$ cat config.mk
export PLATFORM = sky130hd
export DESIGN_NAME = pipe_link
export DESIGN_NICKNAME = d
export VERILOG_FILES = /design/src/rtl/pipe_link.sv
export SDC_FILE = /design/constraint.sdc
export NUM_CORES = 1
export LEC_CHECK = 0
export ABC_AREA = 1
export ABC_CLOCK_PERIOD_IN_PS = 6200
export BUFFER_PORTS_ARGS = -buffer_cell sky130_fd_sc_hd__buf_2
export CORE_MARGIN = 4
export CORE_UTILIZATION = 35
export DETAILED_ROUTE_END_ITERATION = 10
export PLACE_DENSITY_LB_ADDON = 0.1
export REMOVE_ABC_BUFFERS = 1
export SYNTH_ARGS = -nofsm -noshare
export SYNTH_HDL_FRONTEND = slang
export SYNTH_SLANG_ARGS = --single-unit
$ cat constraint.sdc
create_clock -name clk -period 6.2 [get_ports clk]
set_clock_uncertainty 0.1 [all_clocks]
set_input_delay 0.31 -clock clk [delete_from_list [all_inputs] [get_ports clk]]
set_output_delay 0.31 -clock clk [all_outputs]
set_load 0.005 [all_outputs]
$ cat src/rtl/pipe_link.sv
// pipe_link: 2^ADDR_L-entry FIFO link between adjacent pipe stages, with syn/ack handshake and synchronous flush.
// Define PIPE_LINK_BYPASS_EN to let a payload pass straight through an empty link in the same cycle.
module pipe_link #(
    parameter int DATA_L  = 64,
    parameter int ADDR_L  = 1,
    parameter int LINK_ID = 0
) (
    input  logic              clk,
    input  logic              rst,
    input  logic              in_syn,
    output logic              in_ack,
    input  logic [DATA_L-1:0] in_data,
    output logic              out_syn,
    input  logic              out_ack,
    output logic [DATA_L-1:0] out_data,
    input  logic              flush,
    output logic [ADDR_L:0]   count,
    output logic              em,
    output logic              fu
);

    localparam logic [ADDR_L:0] DEPTH = {1'b1, {ADDR_L{1'b0}}};

    if (DATA_L < 1 || ADDR_L < 1 || LINK_ID < 0) begin : g_bad_params
        $error("pipe_link: DATA_L and ADDR_L must be >= 1, LINK_ID >= 0");
    end

    logic [DATA_L-1:0] mem [0:(1 << ADDR_L)-1];
    logic [ADDR_L-1:0] wr_ptr;
    logic [ADDR_L-1:0] rd_ptr;
    logic              push;
    logic              pop;
    logic              wr_en;
    logic              rd_en;

    // Flags come from the registered count only, never from the handshake inputs.
    assign em     = (count == '0);
    assign fu     = (count == DEPTH);
    assign in_ack = !fu && !flush;
    assign push   = in_syn && in_ack;
    assign pop    = out_syn && out_ack;

`ifdef PIPE_LINK_BYPASS_EN
    logic bypass;

    assign bypass   = em && !flush;
    assign out_syn  = bypass ? in_syn : (!em && !flush);
    assign out_data = bypass ? in_data : (em ? '0 : mem[rd_ptr]);
    // A payload consumed straight through an empty link is never stored.
    assign wr_en    = push && !(bypass && out_ack);
    assign rd_en    = pop && !em;
`else
    assign out_syn  = !em && !flush;
    assign out_data = em ? '0 : mem[rd_ptr];
    assign wr_en    = push;
    assign rd_en    = pop;
`endif

    // NOTE: storage has no reset; pointers and count alone define which entries are live.
    always_ff @(posedge clk) begin
        if (wr_en) begin
            mem[wr_ptr] <= in_data;
        end
    end

    // NOTE: state registers use non-blocking assignments so every update sees pre-edge values.
    always_ff @(posedge clk or posedge rst) begin
        if (rst) begin
            wr_ptr <= '0;
            rd_ptr <= '0;
            count  <= '0;
        end else if (flush) begin
            wr_ptr <= '0;
            rd_ptr <= '0;
            count  <= '0;
        end else begin
            if (wr_en) begin
                wr_ptr <= wr_ptr + ADDR_L'(1);
            end
            if (rd_en) begin
                rd_ptr <= rd_ptr + ADDR_L'(1);
            end
            case ({wr_en, rd_en})
                2'b10:   count <= count + (ADDR_L+1)'(1);
                2'b01:   count <= count - (ADDR_L+1)'(1);
                default: count <= count;
            endcase
        end
    end

endmodule
==> results by group, run 1 <==
Floorplanning
  • Die Ht: 128.8 um
  • Initial core utilization: 36.22%
  • Die area: 16580 sq um
  • # rows: 43
  • Core region area: 14100 sq um
  • IO Pins: 139
  • Die width: 128.8 um

Detailed routing
  • Detail Route Antenna Nets: 0
  • Routed WL per cell: 14.80 um
  • Total wire length: 11.56 mm
  • Avg Vias per Cell: 4.497
  • DR vias: 3512
  • Remaining DRCs: 0
  • First DRT Iteration DRCs: 190
  • DRT Pass-1 Iters: 4

Synthesis
  • Cells after Synth: 383
  • Syn Area/Cell: 13.33 sq um
  • Mapped Area: 5105 sq um
  • YS warnings: 0
  • Sequential-to-total area share from yosys stat: 77.25%
  • #FFs+latches synth: 132
  • Post-synth cell types: 19

GRT
  • Initial antenna violation count: 0
  • GRT Overall Usage: 14.71%
  • Overflow after GRT: 0
  • Number of global-route vias before repair: 3661
  • Largest net degree at the start of global routing: 68
  • Global-route wire length before repair: 18.37 mm

Clock network
  • CTS buffer count: 17
  • CTS H-tree lvls: 4
  • CTS tree: done
  • Clock sinks: 132
  • Root Driver: clkbuf_16
  • Bufs on Longest Clock Path: 2
  • Clock slew at reported path FFs: 50 ps
  • Insertion delay to the later sink of the worst-skew pair: 410 ps
  • PostCTS Resize Cnt: 0
  • Post-CTS Setup Inserts: 0

Layout
  • Non-filler cells, final: 781
  • Count of inserted antenna diode cells: 0
  • Fillers: 1241
  • Post-Route Utilization: 50.72%
  • Multi-input logic area: 1001 sq um
  • Area grow syn2layout: 40.05%
  • Most frequent cells in the layout: nand2_1, buf_2, edfxtp_1
  • Cell area after layout: 7149 sq um
  • Net count, final: 657
  • Layout cell share with drive strength beyond 1: 31.28%
  • Flip-flop and latch area: 3945 sq um

STA
  • Setup-failing EPs final: 0
  • Final Critical Period: 2636 ps
  • RSZ-0062 raised after global routing: false
  • Final Cycle Share: 42.52%
  • Slew Limit Fails: 0
  • Pin slew with the least headroom to its limit: 948.3 ps
  • Max Freq: 0.3793 GHz
  • Fin Setup TNS: 0 ps
  • Final Hold Fails: 0
  • Rel. slew slack: 36.63%

Worst setup path
  • Crit path required time: 5790 ps
  • FF-to-FF path depth: 5
  • CP Capture Type: output port
  • Crit Path Max Fanout: 34
  • Crit start category: flop
  • Worst EP arrival: 2230 ps
  • Crit Path Class: flop to output port

Place
  • Placed cell count: 685
  • Area post-placement: 5937 sq um
  • I/O Buffers: 138
  • GPL Wtd Cong: 0.7834
  • HPWL Detailed: 6.621 mm

Flow run
  • Max cap viols: 0

Power and ir drop
  • VDD IR max: 0.2022 mV
  • Power density cells: 391.5 nW/um^2
  • Total Power: 2.799 mW
  • Leakage power: 2.890 nW

Run status
  • Status: finished, final reports clean

Hold path
  • Hold WC Path Type: input pin to flop
  • Min-Delay Path Depth: 1
==> metal layers <==
layer  wire (um)  vias up  part of all wire [%]  track usage [%]
li1            -     1752                     -                -
met4         229        0                   2.0            6.362
met1        4881     1624                    42            17.45
met3         909       20                   7.9            5.355
met5           0        -                     0                0
met2        5541      116                    48            24.15
==> kinds of logic after synthesis <==
| kind of cell | share of synthesized area [%] |
|---|---|
| AND/OR/NAND/NOR | 11.64 |
| flip-flops | 77.26 |
| AO/OA/AOI/OAI | 7.402 |
| buffers and inverters | 3.530 |
| XOR/XNOR | 0.1716 |
==> critical path: stages, from the launching register on <==
cell and delay (ps):
dfrtp_2 400, inv_2 450, buf_4 480, nand2_1 90, a21oi_1 210, buf_2 170
==> sequential cells by signal, summed over array words and instances (netlist names) <==
| signal | cells |
|---|---|
| count | 2 |
| mem | 128 |
| wr_ptr | 1 |
| rd_ptr | 1 |
==> report_power, final <==
group / switching [mW] / leakage (nW) / internal [mW]
sequential: 0.0287 / 1.22 / 1.07
clock: 0.344 / 0.275 / 0.619
combinational: 0.459 / 1.39 / 0.275
total: 0.832 / 2.89 / 1.97
==> through the flow <==
step | hold slack, ps | setup slack (ps)
global placement | 100.7 | 3573
floorplan | -23.92 | 2232
finish | 30.81 | 3564
detailed placement | 100.7 | 3550
CTS | 2.960 | 3496
global route | 4.194 | 3308
==> final cells by class <==
class                   count  area share [%]
multi-input cells         220           14.00
repair buffers            207           19.15
inverters                  10          0.5250
clock inverters            14           1.995
well taps                 180           3.150
flip-flops and latches    132           55.18
clock buffers              18           6.003
==> cell usage after synthesis (all sizes together) <==
library cell	number	area [sq um]
a21oi	65	362.8
buf	19	135.1
clkbuf	2	7.510
dfrtp	4	100.1
edfxtp	128	3844
inv	10	37.54
nand2	140	530.5
nand3	6	42.54
nor2	5	21.27
o21ai	3	15.01
xnor2	1	8.760
==> what timing repair did <==
action / 4_1_cts / 5_1_grt
hold buffers: 64 / 0
endpoints found under the hold margin: 130 / 0
setup endpoints to repair: 0 / 0
==> final timing paths <==
check                           slack, ps           end   startpoint
worst max-delay path                 3560  out_data[12]       rd_ptr
worst min-delay path                   30    mem[1][16]  in_data[16]
min in group asynchronous             220        wr_ptr          rst
max in group asynchronous            5610        rd_ptr          rst
worst max register to register       3620     mem[0][6]     count[0]
worst min register to register        470        wr_ptr       wr_ptr
Note: power is estimated with default switching activity, not from simulation.
==> run 2: changes to the inputs <==
ABC_CLOCK_PERIOD_IN_PS = 2600   (was 6200)
clock period = 2.6 ns   (was 6.2 ns; I/O delays follow)
==> results by group, run 2 (synthesis results as in run 1) <==
Run status
  • Status: finished, final reports clean

GRT
  • Number of global-route vias before repair: 3603 (-1.6%)
  • Global-route met3 utilization: 5.438% (+0.083 points)
  • M1 GR Usage: 17.16% (-0.29 points)
  • GR peak layer: met2
  • Initial antenna violation count: 0 (unchanged)
  • Largest net degree at the start of global routing: 65 (-4.4%)
  • Global-route wire length before repair: 18.29 mm (-0.45%)
  • Overflow after GRT: 0 (unchanged)
  • Global Route met2 Usage: 24.15% (unchanged)
  • GRT Overall Usage: 14.61% (-0.10 points)

Floorplanning
  • Die width: 128.8 um (unchanged)
  • Die area: 16580 sq um (unchanged)
  • Core region area: 14100 sq um (unchanged)
  • Die Ht: 128.8 um (unchanged)
  • IO Pins: 139 (unchanged)
  • Initial core utilization: 36.22% (unchanged)
  • # rows: 43 (unchanged)

Clock network
  • PostCTS Resize Cnt: 0 (unchanged)
  • Bufs on Longest Clock Path: 2 (unchanged)
  • CTS tree: done
  • CTS H-tree lvls: 4 (unchanged)
  • Root Driver: clkbuf_16
  • Clock sinks: 132 (unchanged)
  • CTS buffer count: 17 (unchanged)
  • Insertion delay to the later sink of the worst-skew pair: 400 ps (about the same)
  • Clock slew at reported path FFs: 50 ps (about the same)

Worst setup path
  • Crit Path Max Fanout: 40 (+18%)
  • Crit path to: out_data[24]
  • Crit start category: flop
  • Crit path required time: 2370 ps (-3420 ps)
  • Worst EP arrival: 1770 ps (-460 ps)
  • Critical path launch point: count[1]
  • CP Capture Type: output port
  • FF-to-FF path depth: 6 (+1)
  • Launching point of the worst reg2reg path: count[1]
  • R2R Path End: rd_ptr
  • Flop2flop setup slack: 600 ps (-3020 ps)
  • Crit Path Class: flop to output port

STA
  • Final Critical Period: 2003 ps
  • Max Freq: 0.4993 GHz
  • Rel. slew slack: 65.98% (+29 points)
  • Pin slew with the least headroom to its limit: 510.2 ps (-438.0 ps)
  • RSZ-0062 raised after global routing: false
  • Final Hold Fails: 0 (unchanged)
  • Slew Limit Fails: 0 (unchanged)
  • Setup-failing EPs final: 0 (unchanged)
  • Final Cycle Share: 77.02%

Detailed routing
  • Routed WL per cell: 14.64 um (-1.1%)
  • DRT Pass-1 Iters: 4 (unchanged)
  • DR vias: 3588 (+2.2%)
  • Avg Vias per Cell: 4.553 (+1.3%)
  • Detail Route Antenna Nets: 0 (unchanged)
  • Total wire length: 11.54 mm (-0.22%)
  • First DRT Iteration DRCs: 165 (-13%)
  • Remaining DRCs: 0 (unchanged)

Place
  • I/O Buffers: 138 (unchanged)
  • HPWL Detailed: 6.661 mm (+0.60%)
  • Area post-placement: 5984 sq um (+0.80%)
  • GPL Wtd Cong: 0.6953 (-11%)

Power and ir drop
  • Clk pwr share: 33.0% (-1.4 points)
  • Pint: 4.625 mW (+140%)
  • Leakage power: 2.917 nW (+0.94%)
  • Switching power: 1.976 mW (+140%)
  • Combinational share of power: 27.2% (+1.0 points)
  • Switching Share: 29.93% (+0.21 points)
  • Total Power: 6.601 mW (+140%)
  • VDD IR max: 0.4689 mV (+130%)
  • Power density cells: 915.2 nW/um^2 (+130%)
  • Sequential share of power: 39.8% (+0.5 points)

Layout
  • Most frequent cells in the layout: nand2_1, buf_2, edfxtp_1
  • Largest regs: mem x128, count x2
  • Count of inserted antenna diode cells: 0 (unchanged)
  • Cell area after layout: 7213 sq um (+0.89%)
  • Post-Route Utilization: 51.17% (+0.45 points)
  • Net count, final: 664 (+1.1%)
  • Area grow syn2layout: 41.30%
  • Largest Register: mem
  • Layout cell share with drive strength beyond 1: 31.58% (+0.30 points)
  • Flip-flop and latch area: 3945 sq um (unchanged)
  • Max reg flops: 128 (unchanged)
  • Multi-input logic area: 1001 sq um (unchanged)
  • Fillers: 1268 (+2.2%)

Hold path
  • Hold WC Path Type: input pin to flop

Flow run
  • Max cap viols: 0 (unchanged)
run 2: cell count changes in the layout (fill, tap and decap cells not counted):
cell / delta
buf_4: +1
clkinv_1: -1
clkinv_2: +2
dlygate4sd3_1: +4
buf_12: +2
bufinv_16: -1
run 2: power groups by stage:
stage / combinational (mW) / sequential, mW / clock (mW)
2_1_floorplan: 0.829 / 2.72 / 0
3_3_place_gp: 1.76 / 2.66 / 0
3_5_place_dp: 1.76 / 2.67 / 0
4_1_cts: 1.85 / 2.63 / 2.25
5_1_grt: 2.03 / 2.64 / 2.35
6_report: 1.79 / 2.63 / 2.18
run 2: through the flow:
step                worst slack (ps)  TNS, ps  std cells  hold WS, ps
finish                         597.4        0        788        29.72
global route                   452.6        0        788        23.07
CTS                            546.9        0        788        5.669
detailed placement             857.3        0        688       -63.08
global placement               890.2        0        688       -56.33
floorplan                      -1368  -184690        362       -203.9
run 2: layout make-up:
type                            instances  share of cell area [%]
Clock buffer                           18                   5.950
Clock inverter                         14                   1.648
Inverter                               10                  0.5204
Multi-Input combinational cell        220                   13.88
Sequential cell                       132                   54.69
Tap cell                              180                   3.122
Timing Repair Buffer                  214                   20.19
run 2: repair_timing:
action	CTS	global route
endpoints found under the hold margin	135	0
setup buffers	0	0
hold buffers	68	0
run 2: worst min-delay path by stage:
stage	cells after the start	slack, ps	to	startpoint
floorplan	1	-200	count[0]	rst
global placement	2	-60	count[0]	rst
detailed placement	2	-60	count[1]	rst
CTS	3	6	wr_ptr	in_syn
global route	3	20	wr_ptr	in_syn
finish	3	30	wr_ptr	in_syn
run 2: routing by layer:
metal	share of wire [%]	vias to the layer above
met2	49	110
met5	0	-
met1	42	1696
met4	1.5	0
met3	7.9	17
li1	-	1765
run 2: worst max-delay path: stages, from the launching register on:
cell and delay (ps):
dfrtp_1 470, nor2_4 150, buf_4 440, a21oi_1 120, buf_2 160
==> run 3: changes to the inputs <==
ABC_CLOCK_PERIOD_IN_PS = 1610   (was 2600)
clock period = 1.61 ns   (was 2.6 ns; I/O delays follow)
==> results by group, run 3 (synthesis results as in run 1) <==
Clock network
  • Insertion delay to the later sink of the worst-skew pair: 410 ps (about the same)
  • Clock sinks: 132 (unchanged)
  • Bufs on Longest Clock Path: 2 (unchanged)
  • Root Driver: clkbuf_16
  • CTS H-tree lvls: 4 (unchanged)
  • Clock slew at reported path FFs: 50 ps (about the same)
  • CTS tree: done
  • CTS buffer count: 17 (unchanged)

GRT
  • Overflow after GRT: 0 (unchanged)
  • Global-route wire length before repair: 20.44 mm (+12%)
  • Largest net degree at the start of global routing: 44 (-32%)
  • Initial antenna violation count: 0 (unchanged)
  • GRT Overall Usage: 16.40% (+1.8 points)
  • Number of global-route vias before repair: 3894 (+8.1%)

Worst setup path
  • FF-to-FF path depth: 6 (unchanged)
  • Flop2flop setup slack: -30 ps (-630 ps)
  • Crit path max-delay cell type: dfrtp_1
  • Critical Path Most Common Cell: buf_6
  • CP peak stage delay: 390 ps (-80 ps)
  • Crit Path Class: flop to output port
  • R2R Path End: mem[1][2]
  • Critical-path cell list: buf_6, nor2_4, buf_6, buf_8, clkbuf_16, a21oi_2, buf_2
  • Crit start category: flop
  • Launching point of the worst reg2reg path: count[1]
  • CP Capture Type: output port
  • Worst EP arrival: 1650 ps (-120 ps)
  • Crit Path Max Fanout: 4 (-90%)
  • Crit path required time: 1430 ps (-940 ps)

STA
  • Final Hold Fails: 0 (unchanged)
  • RSZ-0062 raised after global routing: true
  • Slew Limit Fails: 0 (unchanged)
  • Final Cycle Share: 114.0%
  • Final worst slack: -225.2 ps (-822.6 ps)
  • Rel. slew slack: 83.91% (+18 points)
  • Setup-failing EPs final: 89 (+89)
  • Pin slew with the least headroom to its limit: 241.3 ps (-268.9 ps)
  • Final Critical Period: 1835 ps
  • Max Freq: 0.5449 GHz

Detailed routing
  • DR vias: 3845 (+7.2%)
  • WL met3: 880 um (-2.9%)
  • DRT Pass-1 Iters: 4 (unchanged)
  • Remaining DRCs: 0 (unchanged)
  • First DRT Iteration DRCs: 234 (+42%)
  • Wl on met1: 6.212 mm (+29%)
  • Total wire length: 14.14 mm (+23%)
  • Uppermost layer routed: met4
  • Avg Vias per Cell: 4.644 (+2.0%)
  • Detail Route Antenna Nets: 0 (unchanged)
  • Met2 wire len: 6.883 mm (+22%)
  • Routed WL per cell: 17.07 um (+17%)

Hold path
  • Hold WC Path Type: input pin to flop
  • Hold Crit Endpoint: mem[0][33]
  • HP Start: in_data[33]
  • Min-Delay Path Depth: 2 (-1)

Flow run
  • Max cap viols: 0 (unchanged)

Layout
  • Largest Register: mem
  • Cell area after layout: 8330 sq um (+15%)
  • Largest regs: mem x128, count x2
  • Layout cell share with drive strength beyond 1: 43.67% (+12 points)
  • Net count, final: 706 (+6.3%)
  • Post-Route Utilization: 59.10% (+7.9 points)
  • Max reg flops: 128 (unchanged)
  • Most frequent cells in the layout: nand2_1, buf_2, edfxtp_1
  • Count of inserted antenna diode cells: 0 (unchanged)
  • Area grow syn2layout: 63.19%

Power and ir drop
  • Leakage power: 3.316 nW (+14%)
  • VDD IR max: 0.6942 mV (+48%)
  • Power density cells: 1559 nW/um^2 (+70%)

Floorplanning
  • Die area: 16580 sq um (unchanged)
  • IO Pins: 139 (unchanged)
  • Die width: 128.8 um (unchanged)
  • Initial core utilization: 36.22% (unchanged)
  • Die Ht: 128.8 um (unchanged)
  • # rows: 43 (unchanged)
  • Core region area: 14100 sq um (unchanged)

Place
  • I/O Buffers: 138 (unchanged)
  • GPL Wtd Cong: 0.7848 (+13%)
  • Area post-placement: 6127 sq um (+2.4%)
  • HPWL Detailed: 7.553 mm (+13%)

Run status
  • Failing checks: setup timing
  • Status: finished, violations left
[run 3: changes by cell type in the layout (fill, tap and decap cells not counted), sizes merged]
cell / change
bufinv: -1
clkbuf: +15
clkinvlp: -2
clkinv: -3
dlygate4sd3: +1
buf: +30
[run 3: layout make-up]
type                       instances  area (sq um)
clock buffer                      22         444.2
clock inverter                     8         62.56
fill                            1147          5766
inverter                          10         42.54
multi-input combinational        220          1370
sequential                       132          3945
tap                              180         225.2
timing repair buffer             256          2241
[run 3: worst max-delay path by stage]
stage	startpoint	to	depth (start not counted)
5_1_grt	count[1]	out_data[15]	7
4_1_cts	count[0]	out_data[17]	7
2_1_floorplan	count[0]	mem[0][0]	4
6_report	count[1]	out_data[47]	7
3_3_place_gp	count[0]	mem[1][7]	5
3_5_place_dp	count[1]	mem[1][13]	4
[run 3: per-layer routing]
| layer | global-route usage, % | up-vias |
|---|---|---|
| met2 | 26.55 | 114 |
| met5 | 0 | - |
| met3 | 5.521 | 16 |
| li1 | - | 1858 |
| met1 | 20.76 | 1857 |
| met4 | 5.497 | 0 |
[run 3: stage by stage]
| step | TNS (ps) | hold WS [ps] | std cells | total power, mW | worst slack [ps] |
|---|---|---|---|---|---|
| 2_1_floorplan | -375680 | -253.4 | 362 | 5.738 | -2358 |
| 3_3_place_gp | 0 | -114.4 | 697 | 7.379 | 113.9 |
| 3_5_place_dp | 0 | -112.4 | 697 | 7.394 | 93.20 |
| 4_1_cts | -11250 | 267.9 | 809 | 12.06 | -187.3 |
| 5_1_grt | -20090 | 272.7 | 828 | 13.66 | -285.7 |
| 6_report | -13520 | 284.8 | 828 | 12.99 | -225.2 |
[run 3: timing repair]
item                       CTS  global route
cloned                       4            12
setup endpoints to repair   65           168
hold buffers                69             0
hold endpoints to repair   136             0
setup buffers                9             9
resized for setup           61            43
pin swaps                    2             4
[run 3: worst max-delay path, delay by kind of cell, from the launching register on]
kind / cells / cell delay (ps)
buffers and inverters: 5 / 680
flip-flops: 1 / 390
AND/OR/NAND/NOR: 1 / 130
AO/OA/AOI/OAI: 1 / 40
[run 3: power by group]
part           internal (mW)  leakage, nW  total (mW)  switching [mW]
sequential              4.13         1.22        4.22          0.0963
clock                   2.07        0.252        3.36            1.29
combinational           2.67         1.84        5.40            2.73
total                   8.87         3.32        13.0            4.11
